File: config.mk
export PLATFORM = sky130hd
export DESIGN_NAME = frame_packer
export DESIGN_NICKNAME = d
export VERILOG_FILES = /design/src/rtl/frame_packer.sv
export SDC_FILE = /design/constraint.sdc
export NUM_CORES = 1
export LEC_CHECK = 0
export ABC_CLOCK_PERIOD_IN_PS = 3800
export CAP_MARGIN = 20
export CELL_PAD_IN_SITES_DETAIL_PLACEMENT = 0
export CELL_PAD_IN_SITES_GLOBAL_PLACEMENT = 1
export CORE_MARGIN = 3
export CORE_UTILIZATION = 40
export CTS_CLUSTER_SIZE = 40
export DETAILED_ROUTE_END_ITERATION = 8
export GPL_TIMING_DRIVEN = 0
export PLACE_DENSITY = 0.75
export REMOVE_ABC_BUFFERS = 1
export SLEW_MARGIN = 20
export SYNTH_ARGS = -nofsm -noshare
export SYNTH_HDL_FRONTEND = slang
export SYNTH_SLANG_ARGS = --single-unit
File: constraint.sdc
create_clock -name clk -period 3.8 [get_ports clk]
set_input_delay 0.76 -clock clk [delete_from_list [all_inputs] [get_ports clk]]
set_output_delay 0.76 -clock clk [all_outputs]
set_load 0.02 [all_outputs]
File: src/rtl/frame_packer.sv
// Wraps a raw 32-bit word stream into frames: {SYNC, seq} header, 1..MAX_LEN payload
// words, then a {len, csum} trailer. A single output register sits on the m_* side.
module frame_packer #(
   parameter int          DATA_WIDTH = 32,
   parameter int          MAX_LEN    = 256,
   parameter int          TIMEOUT    = 2000,
   parameter logic [15:0] SYNC       = 16'hA55A
) (
   input  logic                  clk,
   input  logic                  rst,
   input  logic                  enable,
   input  logic                  flush,
   input  logic                  s_valid,
   output logic                  s_ready,
   input  logic [DATA_WIDTH-1:0] s_data,
   output logic                  m_valid,
   input  logic                  m_ready,
   output logic [DATA_WIDTH-1:0] m_data,
   output logic [15:0]           frame_cnt,
   output logic                  busy
);

   localparam int             IW        = (TIMEOUT > 1) ? $clog2(TIMEOUT) : 1;
   localparam logic [IW-1:0]  IDLE_LAST = IW'(TIMEOUT - 1);
   localparam logic [15:0]    LEN_LAST  = 16'(MAX_LEN);

   typedef enum logic [1:0] {IDLE, PAY, TRL} state_t;

   state_t                  state_reg, state_next;
   logic                    m_valid_reg, m_valid_next;
   logic [DATA_WIDTH-1:0]   m_data_reg, m_data_next;
   logic [15:0]             len_reg, len_next;
   logic [DATA_WIDTH-1:0]   xor_reg, xor_next;
   logic [IW-1:0]           idle_cnt_reg, idle_cnt_next;
   logic [15:0]             seq_reg, seq_next;
   logic [15:0]             frame_cnt_reg, frame_cnt_next;
   logic                    flush_latch_reg, flush_latch_next;

   logic                    slot_free;
   logic                    accept;
   logic                    flush_pend;
   logic [15:0]             len_inc;

   assign slot_free  = !m_valid_reg || m_ready;
   assign s_ready    = (state_reg == PAY) && slot_free;
   assign accept     = s_ready && s_valid;
   assign flush_pend = flush || flush_latch_reg;
   assign len_inc    = len_reg + 16'd1;

   assign m_valid   = m_valid_reg;
   assign m_data    = m_data_reg;
   assign frame_cnt = frame_cnt_reg;
   assign busy      = (state_reg != IDLE) || m_valid_reg;

   always_ff @(posedge clk) begin
      if (rst) begin
         state_reg       <= IDLE;
         m_valid_reg     <= 1'b0;
         m_data_reg      <= '0;
         len_reg         <= '0;
         xor_reg         <= '0;
         idle_cnt_reg    <= '0;
         seq_reg         <= '0;
         frame_cnt_reg   <= '0;
         flush_latch_reg <= 1'b0;
      end else begin
         state_reg       <= state_next;
         m_valid_reg     <= m_valid_next;
         m_data_reg      <= m_data_next;
         len_reg         <= len_next;
         xor_reg         <= xor_next;
         idle_cnt_reg    <= idle_cnt_next;
         seq_reg         <= seq_next;
         frame_cnt_reg   <= frame_cnt_next;
         flush_latch_reg <= flush_latch_next;
      end
   end

   always_comb begin
      state_next       = state_reg;
      // A word leaving the output register empties it unless something new is loaded.
      m_valid_next     = slot_free ? 1'b0 : m_valid_reg;
      m_data_next      = m_data_reg;
      len_next         = len_reg;
      xor_next         = xor_reg;
      idle_cnt_next    = idle_cnt_reg;
      seq_next         = seq_reg;
      frame_cnt_next   = frame_cnt_reg;
      flush_latch_next = flush_latch_reg;

      case (state_reg)
         IDLE: begin
            if (enable && s_valid && slot_free) begin
               m_valid_next  = 1'b1;
               m_data_next   = {SYNC, seq_reg};
               len_next      = '0;
               xor_next      = '0;
               idle_cnt_next = '0;
               state_next    = PAY;
            end
         end
         PAY: begin
            if (accept) begin
               m_valid_next  = 1'b1;
               m_data_next   = s_data;
               len_next      = len_inc;
               xor_next      = xor_reg ^ s_data;
               idle_cnt_next = '0;
               if ((len_inc == LEN_LAST) || flush_pend) begin
                  state_next       = TRL;
                  flush_latch_next = 1'b0;
               end
            end else if (len_reg != 16'd0) begin
               if (flush_pend) begin
                  state_next       = TRL;
                  flush_latch_next = 1'b0;
               end else if (idle_cnt_reg == IDLE_LAST) begin
                  state_next = TRL;
               end else begin
                  idle_cnt_next = idle_cnt_reg + 1'b1;
               end
            end else if (flush) begin
               // Empty frame: hold the flush until the first payload word lands.
               flush_latch_next = 1'b1;
            end
         end
         TRL: begin
            if (slot_free) begin
               m_valid_next   = 1'b1;
               m_data_next    = {len_reg, xor_reg[31:16] ^ xor_reg[15:0]};
               seq_next       = seq_reg + 16'd1;
               frame_cnt_next = frame_cnt_reg + 16'd1;
               state_next     = IDLE;
            end
         end
         default: state_next = IDLE;
      endcase
   end

endmodule
* Word level (Yosys, flattened, before mapping)
Index checks and enable logic that the tools add are counted.
** Word-level totals
- Register bits :: 127
- Bits of input ports :: 38
- Output and inout bits :: 51
- Logic and storage cells :: 84
** Operators by class
- Add/subtract/negate cells :: 4
- Equal/unequal tests :: 14
- Mux-type cells :: 34
- Bitwise gates (word level) :: 2
- Reduce and logical (&&, ||, !) cells :: 21
** Operator list (number)
- $mux 32 :: 5
- $pmux 32 s3 :: 1
- $pmux 32 s2 :: 1
- $mux 11 :: 5
- $add 16x1->16 const B :: 3
- $mux 16 :: 2
- $pmux 16 s2 :: 1
- $xor 32x32->32 :: 1
- $pmux 11 s2 :: 1
- $eq 16x9->1 const B :: 1
- $reduce_bool 16->1 :: 1
- $xor 16x16->16 :: 1
- $mux 2 :: 7
- $add 11x1->11 const B :: 1
- $eq 11x11->1 const B :: 1
- $reduce_and 5->1 :: 2
- $mux 1 :: 9
- $ne 3x3->1 const B :: 3
- $reduce_and 4->1 :: 2
- $ne 2x2->1 const B :: 3
- $ne 3x2->1 const B :: 2
- $pmux 2 s3 :: 1
- $reduce_bool 3->1 :: 2
- $logic_and 1x1->1 :: 4
- 11 further kinds :: 15

* Longest topological paths before layout
Gate-level depths: netlist of the first run.
- Depth after elaboration :: 6
- Mapped depth :: 11
- Mapped depth without buffers :: 9

* Least setup slack after synthesis of the first run
OpenSTA, ideal clock, no wires.
- Kind :: flip-flop to output port
- From :: register state_reg[1]
- To :: output s_ready
- Arrival time :: 1499 ps
- Data required time :: 3040 ps
- Path slack :: 1541 ps
- Stages on the path, launching flop included :: 7
- Buffers on the path :: 2
- Cell sequence :: dfxtp_1 > inv_1 > ha_1 > clkbuf_1 > clkbuf_1 > inv_1 > nor2_1
** On the way
- Cells in the longest elaborated chain, start to end :: 2
** RTL lines
- start, declared :: RTL line 29 : state_t state_reg, state_next;
- start signal, assigned :: RTL line 67 : state_reg <= state_next;
- $eq 2x1->1 :: RTL line 45 : assign s_ready = (state_reg == PAY) && slot_free;
- $logic_and 1x1->1 :: RTL line 45
- end, declared :: RTL line 14 : output logic s_ready,
No other way between the ends.

* Worst setup path in the final report of the first run
- From :: register state_reg[0]
- To :: register frame_cnt_reg[13], in the netlist frame_cnt[13]
** On the way
- Cells in the longest elaborated chain, start to end :: 2
** RTL lines
- $eq 2x2->1 :: RTL line 91 : case (state_reg)
- $reduce_and 2->1 (no line)
- end signal, assigned :: RTL line 74 : frame_cnt_reg <= frame_cnt_next;
- end, declared :: RTL line 36 : logic [15:0] frame_cnt_reg, frame_cnt_next;
No other way between the ends.
A chain may end at the register's enable or synchronous reset.

==> key figures, run 1 <==
Clocking
  • CTS H-tree lvls: 4
  • CTS tree: done
  • Clock-pin slew on the worst setup and hold paths: around 0.060 ns
  • CTS buffer count: 17
  • Clock net sink count: ~130
  • Clock Latency Late Sink: ~0.42 ns
  • Post-CTS setup buffer count: 0
  • Root buffer cell: clkbuf_16
  • CTS max path bufs: 2

Critical path
  • Critical Path RT: 4.09 ns
  • Critical path class: flip-flop to flip-flop
  • R2R cell count: 9
  • Worst setup SP type: flip-flop
  • CP arrival: approximately 3.5 ns
  • CP Capture Type: flip-flop
  • Critical Path Fanout Max: 20

Routing
  • DR vias/cell: between 5 and 6
  • DRC Markers: 0
  • Pre-antenna DRT Iters: 4
  • DR iter-0 viols: ~370
  • Routed WL per cell: approximately 16 um
  • Via count: ~5.5k
  • Drt total wl: 16500 um
  • Final ANT Viol Nets: 0

Yosys
  • Number of synthesized flops with an enable pin: 0
  • Ys flop type: dfxtp_1
  • Register bit count reported by yosys: 127
  • Post-synth ARST share: 0%
  • Unique masters post-synth: 53
  • Largest family of logic cells by synthesized area: simple AND/OR/NAND/NOR gates
  • Synth Instances: 762
  • Post-synthesis sequential area ratio: about two fifths
  • Synth Cell Area: 6220 um2
  • Post-synthesis mux area share: less than 1%
  • Adder-cell share of the synthesized area: 2.01%
  • Synth Area in Simple Gates: a little under a quarter
  • Synth Area in Compound Gates: between 10% and 20%
  • Synth Area in XOR/XNOR: 12.2%
  • Mean post-synth cell area: a little over 8 um2
  • Synth Warn #: 0

GRT
  • Gr ovfl total: 0
  • Initial antenna violation count: 0
  • Total GRT Usage: 20.3%
  • First-pass GRT wire length: roughly 28000 um
  • Vias in the first global route: approximately 5.5k
  • Largest net degree at the start of global routing: 44

Min path
  • Hold WC Path Type: flip-flop to flip-flop
  • Hold Path Depth: 2

Placed design
  • Dpl ws: approximately 0.22 ns
  • Placed cells: between 900 and 1k
  • Final HPWL DP: roughly 11000 um
  • Final GP Congestion: 0.843
  • I/O Buffers: 88

Floorplan
  • Die extent in y: approximately 130 um
  • Core ar.: between 10000 and 15000 um2
  • Rows: 44
  • Die width: 131 um
  • Initial core utilization: between 40% and 50%
  • Die area: between 15000 and 20000 um2
  • Top-Level Pins: 89

Power and ir drop
  • Power Density: 619 nW/um2
  • Total power: 0.00489 W
  • Pleak: roughly 2.7 nW
  • VDD IR max: ~470 uV

Final layout
  • Synthesis-to-layout area growth: 26.9%
  • Layout cells sized above 1: under 10%
  • Final nets: approximately 870
  • Final core utilization: approximately 53%
  • ANT cells: 0
  • Post-Layout Cell Count: about 1.0k

STA
  • Final Hold Fails: 0
  • Worst-Margin Slew: 1.00 ns
  • Fmax: roughly 300 MHz
  • Final setup margin: 0.553 ns
  • Slew headroom: between 30 and 40%
  • RSZ-0062 raised after global routing: false
  • Final-report setup violation count: 0
  • Min Tclk post-route: approximately 3.2 ns
  • Final count of pins violating max slew: 0
  • Min Hold Slack: ~0.45 ns
  • Final cycle utilization of the critical path: between 80% and 90%
  • Worst Clk Skew: ~0.006 ns

Run
  • Max_cap viols: 0

Outcome
  • Status: completed
[worst max-delay path: stages (launching register included)]
cell	delay (ns)
dfxtp_1	0.34
inv_1	0.09
ha_1	0.59
inv_1	0.56
nor2_4	0.52
nand4_1	0.37
nor2_1	0.27
nand3_1	0.13
xor2_1	0.18
nor2_1	0.05
[cell usage in the layout, fill, tap and decap left out, types with 3 or more instances in the layout]
cell / n
xor2_1: 48
buf_12: 3
clkdlybuf4s50_1: 87
and2_1: 5
nand4_1: 19
or3_1: 10
xnor2_1: 39
a22oi_1: 10
nand2b_1: 3
clkinv_2: 5
o41ai_1: 4
nor3_1: 13
a21oi_1: 43
nor4_1: 5
a21o_1: 3
nand2_1: 108
nor2_1: 97
o21ai_0: 22
and3_1: 9
nor2b_1: 3
o211ai_1: 33
ha_1: 8
a22o_1: 7
a311oi_1: 8
inv_1: 13
nand3_1: 32
clkbuf_16: 17
dfxtp_1: 127
mux2i_1: 6
bufinv_16: 4
o31ai_1: 3
[final timing paths]
kind                                              endpoint                       from  slack, ns
worst max-delay path            frame_cnt[13]$_SDFFE_PP0P_  state_reg[0]$_SDFFE_PP0P_       0.55
worst min-delay path               m_data[15]$_SDFFE_PP0P_    m_data[15]$_SDFFE_PP0P_       0.45
worst max register to register  frame_cnt[13]$_SDFFE_PP0P_  state_reg[0]$_SDFFE_PP0P_       0.55
worst min register to register     m_data[15]$_SDFFE_PP0P_    m_data[15]$_SDFFE_PP0P_       0.45
[per-stage QoR]
step / setup TNS (ns) / area [um2]
after global routing: 0 / 7900
final: 0 / 7900
after detailed placement: 0 / 7290
after global placement: -155.80 / 7090
after floorplan: -4.59 / 5980
after CTS: 0 / 7890
[report_power, final]
part / internal (W) / total (W) / switching (W)
clock network: 0.00109 / 0.00167 / 0.000579
logic: 0.000653 / 0.00163 / 0.000974
registers: 0.00149 / 0.00160 / 0.000112
total: 0.00323 / 0.00489 / 0.00167
[timing repair]
item                                    in CTS  in global routing
gates resized for setup                      0                  1
endpoints found under the setup margin       0                  6
hold buffers                                 0                  0
[per-layer routing]
| metal | routed length [um] | GRT usage [%] | up-vias | share of wire, % |
|---|---|---|---|---|
| li1 | - | - | 2764 | - |
| met2 | 7630 | 32.2 | 123 | 46 |
| met5 | 0 | 0 | - | 0 |
| met1 | 7880 | 27.6 | 2612 | 48 |
| met4 | 297 | 7.32 | 0 | 1.8 |
| met3 | 713 | 4.23 | 26 | 4.3 |
[area by class of cell]
class | instances | area [um2]
clock buffers | 19 | 433
clock inverters | 12 | 169
fillers | 1406 | 6970
inverters | 13 | 48.8
multi-input cells | 568 | 3440
flip-flops and latches | 127 | 2540
well taps | 184 | 230
repair buffers | 96 | 1030
[synth_stat cells (all sizes together) (2+ instances only)]
cell,instances,area (um2)
nor4b,2,23.8
a311oi,8,70.1
a22oi,10,75.1
mux2i,6,60.1
a21oi,45,229
clkbuf,37,140
inv,13,48.8
a22o,7,61.3
o21a,2,15.0
o41ai,4,35.0
nand3,32,160
nand4,19,119
xor2,48,420
ha,10,125
and2,5,31.3
a211o,2,17.5
o21ai,23,115
or3,10,62.6
nand2b,3,18.8
o211ai,33,248
nand2,108,405
xnor2,39,342
o31ai,3,22.5
nor2b,3,18.8
a21o,3,22.5
nor3,13,65.1
buf,17,100
and3,9,56.3
dfxtp,127,2540
nor2,98,368
or2,2,12.5
nor4,5,31.3
[logic make-up after synthesis]
family	Yosys count
multiplexers	6
XOR/XNOR	87
adder cells (fa/ha/maj)	10
AND/OR/NAND/NOR	312
flip-flops	127
buffers and inverters	67
AO/OA/AOI/OAI	153
Power figures use the tool's default switching activity.
==> run 2: changes to the inputs <==
--- a/config.mk
+++ b/config.mk
@@ -18,2 +18,3 @@
 export REMOVE_ABC_BUFFERS = 1
+export SKIP_LAST_GASP = 1
 export SLEW_MARGIN = 20
==> constraint.sdc (replaced) <==
create_clock -name clk -period 3.8 [get_ports clk]
set_input_delay 0.38 -clock clk [delete_from_list [all_inputs] [get_ports clk]]
set_output_delay 0.38 -clock clk [all_outputs]
set_load 0.02 [all_outputs]
==> results of run 2 <==
Same layout as run 1 (identical final DEF). Status: completed.
Main changes from that run: hold slack 0.448 ns -> 0.365 ns; end point of the worst hold path m_data[15]$_SDFFE_PP0P_ -> frame_cnt[15]$_SDFFE_PP0P_
==> run 3: changes to the inputs <==
CORE_ASPECT_RATIO = 0.8   (was unset)
HOLD_SLACK_MARGIN = 0.06   (was unset)
==> run 3 against run 2 <==
Net effect: flip-flop and latch count unchanged; sequential share of layout area increased by 0.087 points; hold slack got worse by 0.0046 ns; first-iteration DRC count increased by 28%; clock power decreased by 9%; die area about the same; maximum frequency decreased by 6.1%; largest power group is now combinational cells.
==> key figures, run 3 (synthesis gave the netlist of run 1 again) <==
Final layout
  • Final core utilization: ~52%
  • Register area: between 2000 and 3000 um2
  • ANT cells: 0
  • Post-Layout Cell Count: 1046
  • Layout cells sized above 1: 6.82%
  • Commonest non-fill, non-tap cell in the layout: dfxtp_1
  • Synthesis-to-layout area growth: 26.6%
  • Most frequent cells in the layout: 127 x dfxtp_1, 108 x nand2_1, 97 x nor2_1, 87 x clkdlybuf4s50_1, 48 x xor2_1
  • FILL cells: about 1.4k
  • Final nets: just under 900
  • Multi-input gate area: between 3000 and 4000 um2
  • Final instance area: just under 8000 um2

Floorplan
  • Initial core utilization: 41.2%
  • Core ar.: about 15000 um2
  • Die width: about 150 um
  • Die extent in y: between 100 and 150 um
  • Rows: 40
  • Top-Level Pins: between 80 and 90
  • Die area: roughly 17000 um2

STA
  • Fmax: around 290 MHz
  • Worst Clk Skew: 0.0108 ns
  • Final cycle utilization of the critical path: between 90% and 100%
  • Worst-Margin Slew: between 1 and 1.5 ns
  • RSZ-0062 raised after global routing: false
  • Final count of pins violating max slew: 0
  • Final Hold Fails: 0
  • Slew headroom: between 20 and 30%
  • Final-report setup violation count: 0
  • Min Tclk post-route: roughly 3.5 ns

Critical path
  • CP max stage cell: nor2_2
  • Critical path class: flip-flop to flip-flop
  • CP Capture Type: flip-flop
  • Largest stage delay, worst path: between 0.7 and 0.8 ns
  • CP arrival: ~3.8 ns
  • Critical Path RT: a little over 4 ns
  • Critical Path Fanout Max: 20
  • CP cell instances: inv_1, ha_1, inv_1, nor2_2, nand4_1, nor2_1, nand3_1, xor2_1, nor2_1
  • Worst setup SP type: flip-flop

Routing
  • Final ANT Viol Nets: 0
  • Drt total wl: about 17000 um
  • DR iter-0 viols: roughly 480
  • DR vias/cell: 5.38
  • Pre-antenna DRT Iters: 5
  • Routed WL per cell: between 15 and 20 um
  • DRC Markers: 0
  • Via count: roughly 5.6k

Power and ir drop
  • Combinational Power Share: between 30 and 40%
  • VDD IR max: around 440 uV
  • Power Density: ~600 nW/um2
  • Clock Power Share: approximately 32%
  • NetSw: 0.00172 W
  • Pleak: ~2.7 nW
  • P_int: 0.00304 W
  • Sw frac: between 30% and 40%
  • Seq pwr share: 33.6%

GRT
  • Largest net degree at the start of global routing: 47
  • Initial antenna violation count: 0
  • Total GRT Usage: 19.6%
  • Vias in the first global route: 5445
  • First-pass GRT wire length: between 20000 and 30000 um
  • Gr ovfl total: 0

Run
  • Max_cap viols: 0

Placed design
  • Final GP Congestion: between 0.8 and 0.9
  • I/O Buffers: between 80 and 90
  • Final HPWL DP: 11700 um
  • Post-placement cell area: around 7300 um2
  • Placed cells: 1014

Clocking
  • Post-CTS setup buffer count: 0
  • CTS H-tree lvls: 4
  • Clock Latency Late Sink: 0.42 ns
  • CTS tree: done
  • Clock-pin slew on the worst setup and hold paths: roughly 0.060 ns
  • Root buffer cell: clkbuf_16
  • CTS max path bufs: 2
  • Clock net sink count: 127
  • CTS buffer count: 17

Outcome
  • Status: completed

Min path
  • Hold WC Path Type: input port to flip-flop
## run 3: stage by stage
| stage | hold slack, ns | setup slack, ns | setup TNS (ns) | total power (W) |
|---|---|---|---|---|
| after floorplan | 0.449 | 0.0101 | 0 | 0.00254 |
| after global placement | 0.441 | -2.28 | -131.16 | 0.00312 |
| after detailed placement | 0.444 | -0.0663 | -0.0886 | 0.00326 |
| after CTS | 0.346 | 0.308 | 0 | 0.00479 |
| after global routing | 0.360 | 0.0620 | 0 | 0.00502 |
| final | 0.360 | 0.343 | 0 | 0.00476 |
## run 3: critical path, delay by kind of cell (launching register included)
kind                       cells  cell delay [ns]
and+or+nand+nor                5             1.59
buffers and inverters          2             0.64
adders and majority gates      1             0.61
DFF                            1             0.35
xor gates and xnor gates       1             0.14
## run 3: power groups by stage
| stage | combinational (W) | clock, W | sequential [W] |
|---|---|---|---|
| after detailed placement | 0.00163 | 0 | 0.00163 |
| after floorplan | 0.000825 | 0 | 0.00171 |
| after global placement | 0.00149 | 0 | 0.00163 |
| after CTS | 0.00164 | 0.00155 | 0.00160 |
| final | 0.00164 | 0.00152 | 0.00160 |
| after global routing | 0.00179 | 0.00161 | 0.00162 |
## run 3: what timing repair did
item | CTS | global route
hold buffers | 0 | 0
setup endpoints to repair | 3 | 0
gates resized for setup | 1 | 0
## run 3: final cells by class
| type | count | area share (%) |
|---|---|---|
| tap | 210 | 3.34 |
| clock buffer | 18 | 5.45 |
| clock inverter | 14 | 1.52 |
| timing repair buffer | 96 | 13.1 |
| multi-input combinational | 568 | 43.7 |
| sequential | 127 | 32.3 |
| inverter | 13 | 0.619 |
## run 3: layer usage
| layer | vias to the layer above | routed length (um) | global-route usage, % |
|---|---|---|---|
| li1 | 2771 | - | - |
| met1 | 2673 | 8250 | 27.6 |
| met2 | 157 | 7080 | 28.7 |
| met3 | 24 | 1010 | 5.74 |
| met4 | 0 | 289 | 6.58 |
| met5 | - | 0 | 0 |
## run 3: path summary, 6_finish.rpt
path	from	endpoint	slack, ns	cells after the start
worst max register to register	state_reg[0]$_SDFFE_PP0P_	frame_cnt[13]$_SDFFE_PP0P_	0.34	9
worst max-delay path	state_reg[0]$_SDFFE_PP0P_	frame_cnt[13]$_SDFFE_PP0P_	0.34	9
worst min-delay path	rst	len_reg[3]$_SDFFE_PP0P_	0.36	2
worst min register to register	m_data[12]$_SDFFE_PP0P_	m_data[12]$_SDFFE_PP0P_	0.45	2
